==> src/rtl/response_writeback_pkg.sv <==
// response_writeback_pkg: shared widths, response-word layout, opcodes and FSM states
// for the response writeback block.
package response_writeback_pkg;
   localparam int RESP_W = 45;
   localparam int DATA_W = 32;
   localparam int RD_W   = 5;
   localparam int SRC_W  = 4;
   localparam int CNT_W  = 4;

   localparam logic [1:0] ACK      = 2'b00;
   localparam logic [1:0] ACK_DATA = 2'b01;

   typedef enum logic [1:0] {IDLE, WAIT, CAPTURE, COMMIT} state_t;

   // Field order mirrors the FIFO word, MSB first: op[44:43] src[42:39] rd[38:34] data[33:2] denied[1] rsvd[0]
   typedef struct packed {
      logic [1:0]        op;
      logic [SRC_W-1:0]  src;
      logic [RD_W-1:0]   rd;
      logic [DATA_W-1:0] data;
      logic              denied;
      logic              rsvd;
   } resp_t;
endpackage

==> src/rtl/response_writeback_if.sv <==
// response_writeback_if: response-FIFO read port and register-file write port.
interface response_writeback_if;
   import response_writeback_pkg::*;
   logic              response_fifo_empty_signal;
   logic [RESP_W-1:0] read_data_response_fifo;
   logic              read_response_fifo_signal;
   logic              rf_write_ready;
   logic              rf_we;
   logic [RD_W-1:0]   rf_waddr;
   logic [DATA_W-1:0] rf_wdata;
   modport master (
      input  response_fifo_empty_signal, read_data_response_fifo, rf_write_ready,
      output read_response_fifo_signal, rf_we, rf_waddr, rf_wdata
   );
   modport slave (
      output response_fifo_empty_signal, read_data_response_fifo, rf_write_ready,
      input  read_response_fifo_signal, rf_we, rf_waddr, rf_wdata
   );
endinterface

==> src/rtl/response_writeback_outstanding_counter.sv <==
// outstanding_counter: saturating up/down counter; err flags an increment at max or decrement at 0.
module outstanding_counter #(
   parameter int W = 4
) (
   input  logic         clk,
   input  logic         reset,
   input  logic         inc,
   input  logic         dec,
   output logic [W-1:0] count,
   output logic         err
);
   logic up, dn;
   assign up  = inc & ~dec;
   assign dn  = dec & ~inc;
   assign err = (up && &count) || (dn && count == '0);
   always_ff @(posedge clk or negedge reset)
      if (!reset) count <= '0;
      else if (up && !(&count)) count <= count + 1'b1;
      else if (dn && count != '0) count <= count - 1'b1;
endmodule

==> src/rtl/response_writeback.sv <==
// response_writeback: drains the response FIFO, retires loads to the register file and
// stores as acks, and tracks outstanding load/store counts.
module response_writeback
   import response_writeback_pkg::*;
(
   input  logic               clk,
   input  logic               reset,
   response_writeback_if.master bus,
   input  logic               load_issue,
   input  logic               store_issue,
   output logic               store_ack,
   output logic [SRC_W-1:0]   ack_source,
   output logic [CNT_W-1:0]   load_outstanding,
   output logic [CNT_W-1:0]   store_outstanding,
   output logic               resp_error,
   output logic               busy
);
   state_t           state, next;
   resp_t            hold;
   logic [SRC_W-1:0] src_q;
   logic             is_load, is_store, wr, ld_dec, st_dec, ld_err, st_err, err_set;
   always_ff @(posedge clk or negedge reset)
      if (!reset) state <= IDLE;
      else state <= next;
   always_ff @(posedge clk or negedge reset)
      if (!reset) hold <= '0;
      else if (state == CAPTURE) hold <= bus.read_data_response_fifo;
   assign is_load  = state == COMMIT && hold.op == ACK_DATA;
   assign is_store = state == COMMIT && hold.op == ACK;
   assign wr       = is_load && !hold.denied && hold.rd != '0;
   // Only a real register write waits on rf_write_ready; every other retire takes one cycle.
   assign ld_dec   = is_load && (!wr || bus.rf_write_ready);
   assign st_dec   = is_store;
   assign err_set  = (state == COMMIT && (hold.denied || hold.op[1])) || ld_err || st_err;
   always_comb begin
      next = state;
      case (state)
         IDLE:    next = bus.response_fifo_empty_signal ? IDLE : WAIT;
         WAIT:    next = CAPTURE;
         CAPTURE: next = COMMIT;
         COMMIT:  next = (wr && !bus.rf_write_ready) ? COMMIT : IDLE;
         default: next = IDLE;
      endcase
   end
   assign bus.read_response_fifo_signal = reset && state == IDLE && !bus.response_fifo_empty_signal;
   assign bus.rf_we    = wr;
   assign bus.rf_waddr = hold.rd;
   assign bus.rf_wdata = hold.data;
   assign store_ack    = is_store && !hold.denied;
   assign ack_source   = (wr || store_ack) ? hold.src : src_q;
   assign busy         = state != IDLE || load_outstanding != '0 || store_outstanding != '0;
   always_ff @(posedge clk or negedge reset)
      if (!reset) src_q <= '0;
      else src_q <= ack_source;
   always_ff @(posedge clk or negedge reset)
      if (!reset) resp_error <= 1'b0;
      else if (err_set) resp_error <= 1'b1;
   outstanding_counter #(.W(CNT_W)) u_load_cnt (
      .clk(clk), .reset(reset), .inc(load_issue), .dec(ld_dec),
      .count(load_outstanding), .err(ld_err)
   );
   outstanding_counter #(.W(CNT_W)) u_store_cnt (
      .clk(clk), .reset(reset), .inc(store_issue), .dec(st_dec),
      .count(store_outstanding), .err(st_err)
   );
endmodule

==> src/flat_wrapper.sv <==
// flat-port wrapper written by rule: the top's interface ports become plain ports
module response_writeback_flat import response_writeback_pkg::*;
  (clk, reset, load_issue, store_issue, store_ack, ack_source, load_outstanding, store_outstanding, resp_error, busy, bus_response_fifo_empty_signal, bus_read_data_response_fifo, bus_rf_write_ready, bus_read_response_fifo_signal, bus_rf_we, bus_rf_waddr, bus_rf_wdata);
  response_writeback_if bus_i ();
  input  logic clk;
  input  logic reset;
  input  logic load_issue;
  input  logic store_issue;
  output logic store_ack;
  output logic [SRC_W-1:0] ack_source;
  output logic [CNT_W-1:0] load_outstanding;
  output logic [CNT_W-1:0] store_outstanding;
  output logic resp_error;
  output logic busy;
  input wire logic [$bits(bus_i.response_fifo_empty_signal)-1:0] bus_response_fifo_empty_signal;
  input wire logic [$bits(bus_i.read_data_response_fifo)-1:0] bus_read_data_response_fifo;
  input wire logic [$bits(bus_i.rf_write_ready)-1:0] bus_rf_write_ready;
  output wire logic [$bits(bus_i.read_response_fifo_signal)-1:0] bus_read_response_fifo_signal;
  output wire logic [$bits(bus_i.rf_we)-1:0] bus_rf_we;
  output wire logic [$bits(bus_i.rf_waddr)-1:0] bus_rf_waddr;
  output wire logic [$bits(bus_i.rf_wdata)-1:0] bus_rf_wdata;
  assign bus_i.response_fifo_empty_signal = bus_response_fifo_empty_signal;
  assign bus_i.read_data_response_fifo = bus_read_data_response_fifo;
  assign bus_i.rf_write_ready = bus_rf_write_ready;
  assign bus_read_response_fifo_signal = bus_i.read_response_fifo_signal;
  assign bus_rf_we = bus_i.rf_we;
  assign bus_rf_waddr = bus_i.rf_waddr;
  assign bus_rf_wdata = bus_i.rf_wdata;
  response_writeback u_core (.clk(clk), .reset(reset), .bus(bus_i), .load_issue(load_issue), .store_issue(store_issue), .store_ack(store_ack), .ack_source(ack_source), .load_outstanding(load_outstanding), .store_outstanding(store_outstanding), .resp_error(resp_error), .busy(busy));
endmodule
==> config.mk <==
export PLATFORM = sky130hd
export DESIGN_NAME = response_writeback_flat
export DESIGN_NICKNAME = d
export VERILOG_FILES = /design/src/rtl/response_writeback_pkg.sv /design/src/rtl/response_writeback_if.sv /design/src/rtl/response_writeback_outstanding_counter.sv /design/src/rtl/response_writeback.sv /design/src/flat_wrapper.sv
export SDC_FILE = /design/constraint.sdc
export NUM_CORES = 1
export LEC_CHECK = 0
export CORE_UTILIZATION = 40
export CTS_CLUSTER_DIAMETER = 150
export DETAILED_ROUTE_END_ITERATION = 6
export PLACE_DENSITY = 0.87
export RECOVER_POWER = 25
export SYNTH_ARGS = -nofsm -noshare
export SYNTH_HDL_FRONTEND = slang
export SYNTH_SLANG_ARGS = --single-unit
==> constraint.sdc <==
create_clock -name clk -period 2.7 [get_ports clk]
set_input_delay 0.54 -clock clk [delete_from_list [all_inputs] [get_ports clk]]
set_output_delay 0.54 -clock clk [all_outputs]
set_load 0.05 [all_outputs]
---- Word-level counts from Yosys, hierarchy flattened ----
Cells that the tools add are included.
cells by class
  add/sub/neg operators ................... 4
  equal/unequal tests ..................... 4
  muxes and demuxes ....................... 8
  bitwise operators ....................... 8
  reductions and logical operators ........ 45
operators by type and width
  operator                                           number
  2-to-1 mux 4 bit                                   5
  logical AND 1 bit                                  18
  logical OR 1 bit                                   9
  adder 4 x 1 -> 4 bit (second input constant)       2
  logical NOT 4 bit                                  2
  case mux 2 bit (4 select lines)                    1
  AND reduction 4 bit                                2
  nonzero test 4 bit                                 2
  subtractor 4 x 1 -> 4 bit (second input constant)  2
  logical NOT 1 bit                                  6
  nonzero test 2 bit                                 3
  nonzero test 5 bit                                 1
  bitwise AND 1 bit                                  4
  == test 2 x 1 -> 1 bit (second input constant)     2
  == test 2 bit (second input constant)              2
  logical NOT 2 bit                                  2
  NOT 1 bit                                          4
  2-to-1 mux 2 bit                                   1
  2-to-1 mux 1 bit                                   1
word-level totals
  bits in registers ....................... 59
  input port bits ......................... 51
  output and inout port bits .............. 54
  word-level logic and storage cells ...... 79

---- Longest topological paths before layout ----
Gate-level depths: netlist (run 1).
  word-level depth ........................ 13
  depth in mapped cells ................... 9
  gate-level depth less buffers ........... 9

---- Hierarchy ----
From an unflattened synthesis (run 1), not the netlist that was laid out.
second synthesis, totals
  cell total of the unflattened synthesis .. 210
  area, all modules ....................... 2891.5 um^2
modules (own cells, without submodules)
  module               times used  cells an instance  area an instance (um^2)  seq. area each (um^2)
  response_writeback   1           164                2298.5                   1276.2
  outstanding_counter  2           23                 296.5                    100.1

---- Worst setup path after synthesis (run 1) ----
Ideal clock, no wire load.
  path type ............................... input to output
  start ................................... input bus_response_fifo_empty_signal
  end ..................................... output bus_read_response_fifo_signal
  data arrival time ....................... 2.183 ns
  data required time ...................... 2.160 ns
  setup slack ............................. -0.023 ns
  stages .................................. 1
  buffers on the path ..................... 0
  cells stage by stage .................... nor4b_1
between the ends
  word-level cells in the longest chain between the ends .. 2
RTL lines
  what               line                      text
  start, declared    flat_wrapper.sv:15        input wire logic [$bits(bus_i.response_fifo_empty_signal)-1:0] bus_response_fifo_empty_signal;
  logical NOT 1 bit  response_writeback.sv:45  assign bus.read_response_fifo_signal = reset && state == IDLE && !bus.response_fifo_empty_signal;
  logical AND 1 bit  response_writeback.sv:45
  end, declared      flat_wrapper.sv:18        output wire logic [$bits(bus_i.read_response_fifo_signal)-1:0] bus_read_response_fifo_signal;
Every way passes these cells.

---- Final worst setup path (run 1) ----
  start ................................... register u_core.hold (netlist bit u_core.bus.rf_waddr[3])
  end ..................................... output ack_source[2]
between the ends
  word-level cells in the longest chain between the ends .. 4
RTL lines
  what                    line                      text
  start, declared         response_writeback.sv:19  resp_t hold;
  start signal, assigned  response_writeback.sv:27  else if (state == CAPTURE) hold <= bus.read_data_response_fifo;
  nonzero test 5 bit      response_writeback.sv:30  assign wr = is_load && !hold.denied && hold.rd != '0;
  logical AND 1 bit       response_writeback.sv:30
  logical OR 1 bit        response_writeback.sv:50  assign ack_source = (wr || store_ack) ? hold.src : src_q;
  2-to-1 mux 4 bit        response_writeback.sv:50
  end, declared           flat_wrapper.sv:10        output logic [SRC_W-1:0] ack_source;
Every way passes these cells.

==> results of run 1 <==
cell usage in the layout, fill, tap and decap left out, drive strengths merged, types with 2 or more instances in the layout:
cell	Yosys	layout
clkdlybuf4s50	0	94
mux2	51	51
clkbuf	3	14
dfrtp	59	59
xor2	3	3
nand2	4	4
mux2i	2	2
or4	2	2
nand4	2	2
nor3	3	3
nor4	3	3
buf	39	12
nand3	2	2
xnor2	3	3
ha	4	4
a21o	2	2
fa	2	2
nor2b	2	2
a21oi	3	3
nor2	11	11
bufinv	0	2
inv	4	4
routing by layer:
layer	track usage, %	share of wire, %	routed length (um)	vias to the layer above
met3	5.68	5.6	323	9
met2	28.8	54	3120	59
met1	19.6	39	2280	936
met4	7.73	1.6	92	0
li1	-	-	-	872
met5	0	0	0	-
cell families after synthesis:
logic type                 after synthesis  share of synthesized area, %
xor gates and xnor gates                 6                          1.88
adders and majority gates                6                          3.22
DFF                                     59                          52.7
buffers and inverters                   46                          11.1
and+or+nand+nor                         35                          6.92
AOI/OAI and AO/OA                       11                          2.95
muxes                                   53                          21.2
repair_timing:
item | CTS | global route
setup endpoints to repair | 5 | 4
endpoints found under the hold margin | 0 | 0
pin swaps | 0 | 1
buffers inserted | 0 | 0
hold buffers | 0 | 0
resized for setup | 3 | 1
stage by stage:
stage	hold WS [ns]	utilization, %
floorplan	0.244	-
global placement	0.484	55.3
detailed placement	0.494	55.3
CTS	0.460	58.8
global route	0.524	58.8
finish	0.505	58.8
synthesized netlist by cell type, types with 2 or more instances:
master,number
dfrtp_1,59
mux2_2,51
buf_4,37
nor2_1,11
ha_1,4
inv_1,4
a21oi_1,3
clkbuf_1,3
nand2_1,3
nor3_1,3
nor4_1,3
xnor2_1,3
xor2_1,3
a21o_1,2
buf_1,2
fa_1,2
mux2i_1,2
nand3_1,2
nand4_1,2
nor2b_1,2
or4_4,2
flip-flops by register name, summed over array words and instances (netlist names):
register                  count
u_core.resp_error             1
u_core.u_store_cnt.count      4
u_core.src_q                  4
u_core.hold                   7
u_core.state                  2
u_core.u_load_cnt.count       4
u_core.bus.rf_wdata          32
u_core.bus.rf_waddr           5
cell type report:
cell class                      count  area, um2
Clock buffer                       12        155
Clock inverter                      4       72.6
Fill cell                         563       2800
Inverter                            4       15.0
Multi-Input combinational cell    111       1050
Sequential cell                    59       1480
Tap cell                           96        120
Timing Repair Buffer              109       1110
worst max-delay path: stages (launching register included):
cell,delay [ns]
dfrtp_1,0.39
or4_4,0.57
nor2_4,0.15
a2111oi_4,0.11
mux2_2,0.33
buf_12,0.16
worst min path at each step:
| stage | startpoint | endpoint | slack, ns | cells after the start |
|---|---|---|---|---|
| floorplan | reset | u_core.bus.rf_waddr[0] | 0.24 | 0 |
| global placement | u_core.hold[40] | u_core.hold[40] | 0.48 | 1 |
| detailed placement | u_core.bus.rf_wdata[6] | u_core.bus.rf_wdata[6] | 0.49 | 1 |
| CTS | reset | u_core.bus.rf_wdata[6] | 0.46 | 2 |
| global route | u_core.hold[41] | u_core.hold[41] | 0.52 | 1 |
| finish | u_core.bus.rf_wdata[6] | u_core.bus.rf_wdata[6] | 0.50 | 1 |
==> results.py, run 1 <==
metrics = {
    "setup_path": {
        "startpoint": "u_core.bus.rf_waddr[3]",
        "cp-start-kind": "flip-flop",
        "r2r-start": "u_core.bus.rf_waddr[3]",
        "reg2reg_slack_ns": 0.20,
        "reg2regPathDepth": 8,
        "reg2reg_to": "u_core.u_load_cnt.count[3]",
        "worstPathMaxFanout": 4,
        "endpoint": "ack_source[2]",
        "endpoint_kind": "output pin",
        "worst-endpoint-required_ns": 2.16,
        "criticalPathCategory": "reg2out",
        "arrival_ns": 2.03,
    },
    "placed_design": {
        "post_dp_cell_area_um2": 3750,
        "dp_hpwl_mm": 4.25,
        "place_congestion": 0.763,
        "post-place-ws_ns": 0.166,
        "io_buffers": 103,
        "dp_cells": 379,
    },
    "synth": {
        "synth_area_um2": 2800,
        "syn_avg_cell_area_um2": 13.0,
        "synth_area_leader_cell": "dfrtp_1",
        "synth_seq_area_share_pct": 52.7,
        "synth_nets": 273,
        "ys_top_cells_by_area": "dfrtp_1 53%, mux2_2 21%, buf_4 9.9%",
        "ys_ff_latch": 59,
        "synth_cells": 216,
        "async_reset_ff_share_pct": 100,
        "yosys_warnings": 0,
        "synth_cell_types": 34,
        "synth_top_flop_cell": "dfrtp_1",
        "netlist.area_leader.share_pct": 52.7,
        "synth_edf_count": 0,
    },
    "route": {
        "ant_nets": 0,
        "wire_per_inst_um": 14.7,
        "drc": 0,
        "via_count": 1876,
        "drt_wl_total_mm": 5.82,
        "drt_iter0_markers": 49,
        "viasPerCell": 4.75,
        "dr.pass1.iters": 4,
    },
    "final_layout": {
        "final_area_um2": 4000,
        "layout-drive-gt1-share_pct": 29.1,
        "fin_cells": 395,
        "diodes": 0,
        "nets": 351,
        "synthToLayoutAreaGrowth_pct": 42.7,
    },
    "sta": {
        "max_slew_margin_pct": 3.34,
        "drv_slew": 0,
        "setup_viol": 0,
        "rsz0062_at_grt": "no",
        "final.setup.worst_slack_ns": 0.128,
        "clock_skew_ns": 0.00913,
        "worst_pin_slew_ns": 1.45,
        "setup-tns-final_ns": 0,
        "min_period_ns": 2.57,
        "max_freq_mhz": 389,
        "hold_violations": 0,
        "fin_crit_sh_pct": 95.3,
    },
    "clock_network": {
        "path_clk_slew_ns": 0.07,
        "htree_levels": 3,
        "clockBufferDepth": 2,
        "cts_tree": "built",
        "cts-root-buf": "clkbuf_8",
        "clk_latency_ns": 0.33,
        "clkSinkCount": 59,
        "cts_buffers": 9,
    },
    "outcome": {
        "outcome": "finished, final reports clean",
    },
    "floorplanning": {
        "die_w_um": 85.7,
        "core-area_um2": 6790,
        "num_io_pins": 105,
        "initial_core_util_pct": 41.2,
        "rows": 30,
        "dieArea_um2": 7340,
        "die_h_um": 85.7,
    },
    "grt": {
        "grt_pass1_vias": 1914,
        "track_usage_pct": 17.0,
        "grt_max_degree": 60,
        "antenna_found_initial": 0,
        "grt_overflow": 0,
        "grt_pass1_wl_mm": 9.41,
    },
    "run": {
        "cap_viol_max_count": 0,
    },
    "hold_path": {
        "hp-class": "reg2reg",
    },
}
Power of run 1 is not shown: default switching activity piles up to over one toggle a cycle in this logic, so the estimate is an artifact.
==> run 2, diff against run 1 <==
==> constraint.sdc (replaced) <==
create_clock -name clk -period 2.7 [get_ports clk]
set_input_delay 0.54 -clock clk [delete_from_list [all_inputs] [get_ports clk]]
set_output_delay 0.54 -clock clk [all_outputs]
set_load 0.1 [all_outputs]
==> run 2 against run 1 <==
Against the previous run: sequential share of layout area rose by 1.0 points; design area fell by 2.7%; fmax fell by 1.7%; routed wire length fell by 7.4%; die area did not move.
==> results.py, run 2 (synthesis gave the netlist of run 1 again) <==
metrics = {
    "final_layout": {
        "final_common_cell": "dfrtp_1",
        "layout_common_cells": "59 x dfrtp_1, 51 x mux2_2, 49 x buf_4, 48 x clkdlybuf4s50_1, 10 x nor2_1",
        "final_core_util_pct": 57.3,
        "largest_reg_flops": 32,
        "final_area_um2": 3890,
        "diodes": 0,
        "synthToLayoutAreaGrowth_pct": 38.9,
        "fin_cells": 393,
        "layout-drive-gt1-share_pct": 45.1,
        "nets": 349,
    },
    "hold_path": {
        "hp-class": "reg2reg",
    },
    "floorplanning": {
        "core-area_um2": 6790,
        "rows": 30,
        "dieArea_um2": 7340,
        "initial_core_util_pct": 41.2,
        "die_w_um": 85.7,
        "num_io_pins": 105,
        "die_h_um": 85.7,
    },
    "clock_network": {
        "clkSinkCount": 59,
        "htree_levels": 3,
        "path_clk_slew_ns": 0.07,
        "cts_tree": "built",
        "cts_hold_buf": 0,
        "cts_buffers": 9,
        "cts-root-buf": "clkbuf_8",
        "clockBufferDepth": 2,
        "clk_latency_ns": 0.33,
    },
    "route": {
        "wire_per_inst_um": 13.7,
        "ant_nets": 0,
        "drt_wl_total_mm": 5.39,
        "drc": 0,
        "drt_iter0_markers": 54,
        "dr.pass1.iters": 4,
        "viasPerCell": 4.68,
        "via_count": 1840,
    },
    "setup_path": {
        "cp-start-kind": "flip-flop",
        "worst-endpoint-required_ns": 2.16,
        "path_buf_inv": 1,
        "criticalPathCategory": "reg2out",
        "endpoint_kind": "output pin",
        "arrival_ns": 2.08,
        "max_stage_delay_ns": 0.58,
        "crit_path_top_delay_cell": "or4_4",
        "critical-path-top-delay-family": "simple AND/OR/NAND/NOR gates",
        "path_cells": "or4_4, nor2_4, a2111oi_4, mux2_2, buf_12",
        "worstPathMaxFanout": 4,
    },
    "sta": {
        "setup_viol": 0,
        "worst_pin_slew_ns": 1.43,
        "min_period_ns": 2.62,
        "fin_crit_sh_pct": 96.9,
        "clock_skew_ns": 0.00856,
        "rsz0062_at_grt": "no",
        "max_slew_margin_pct": 4.90,
        "hold_violations": 0,
        "setup-tns-final_ns": 0,
        "drv_slew": 0,
        "max_freq_mhz": 382,
    },
    "grt": {
        "use_met3_pct": 4.52,
        "grt_pass1_vias": 1849,
        "antenna_found_initial": 0,
        "grt_pass1_wl_mm": 8.90,
        "grt_overflow": 0,
        "grt.met2_usage_pct": 27.3,
        "grt_max_degree": 60,
        "met1_usage_pct": 18.8,
        "busiest_layer": "met2",
        "track_usage_pct": 16.1,
    },
    "placed_design": {
        "io_buffers": 103,
        "dp_hpwl_mm": 4.03,
        "dp_cells": 377,
        "post_dp_cell_area_um2": 3660,
        "place_congestion": 0.872,
    },
    "run": {
        "cap_viol_max_count": 0,
    },
    "outcome": {
        "outcome": "finished, final reports clean",
    },
}
## run 2: cell count changes in the layout (fill, tap and decap cells not counted), moves of 2 or more
| cell | before | now |
|---|---|---|
| buf_12 | 5 | 8 |
| clkdlybuf4s50_1 | 94 | 48 |
| clkbuf_8 | 11 | 9 |
| buf_4 | 7 | 49 |
| clkinv_2 | 1 | 4 |
## run 2: final timing paths
check | start | to | slack, ns | depth (start not counted)
max | u_core.bus.rf_waddr[3] | ack_source[1] | 0.08 | 5
min | u_core.hold[40] | u_core.hold[40] | 0.50 | 1
max reg2reg | u_core.bus.rf_waddr[3] | u_core.u_load_cnt.count[3] | 0.22 | 8
min reg2reg | u_core.hold[40] | u_core.hold[40] | 0.50 | 1
max in group asynchronous | reset | u_core.u_store_cnt.count[1] | 1.19 | 2
min in group asynchronous | reset | u_core.state[1] | 0.63 | 2
## run 2: cell type report
type | count | area, um2
fillers | 564 | 2900
inverters | 4 | 15.0
clock inverters | 6 | 80.1
multi-input cells | 111 | 1050
repair buffers | 107 | 1020
clock buffers | 10 | 128
flip-flops and latches | 59 | 1480
well taps | 96 | 120
## run 2: stage by stage
stage	hold WS [ns]	setup WS, ns
3_3_place_gp	0.484	0.203
4_1_cts	0.401	0.0546
2_1_floorplan	0.244	-0.0621
3_5_place_dp	0.492	0.154
5_1_grt	0.520	0.000474
6_report	0.503	0.0825
## run 2: timing repair
action / in CTS / in global routing
setup endpoints to repair: 4 / 4
setup buffers: 0 / 0
resized for setup: 3 / 0
pin swaps: 0 / 1
endpoints found under the hold margin: 0 / 0
## run 2: per-layer routing
| metal | up-vias | part of all wire [%] |
|---|---|---|
| met4 | 0 | 1.8 |
| li1 | 870 | - |
| met5 | - | 0 |
| met1 | 911 | 40 |
| met3 | 9 | 4.9 |
| met2 | 50 | 53 |
Power of run 2 is left out for the same reason.
==> run 3, diff against run 2 <==
--- a/config.mk
+++ b/config.mk
@@ -10,6 +10,7 @@
 export DETAILED_ROUTE_END_ITERATION = 6
 export PLACE_DENSITY = 0.87
 export RECOVER_POWER = 25
+export SKIP_LAST_GASP = 1
 export SYNTH_ARGS = -nofsm -noshare
 export SYNTH_HDL_FRONTEND = slang
 export SYNTH_SLANG_ARGS = --single-unit
==> results of run 3 <==
Same layout as run 2: the final DEF is identical, and so are final timing and power.
Power of run 3 is left out for the same reason.
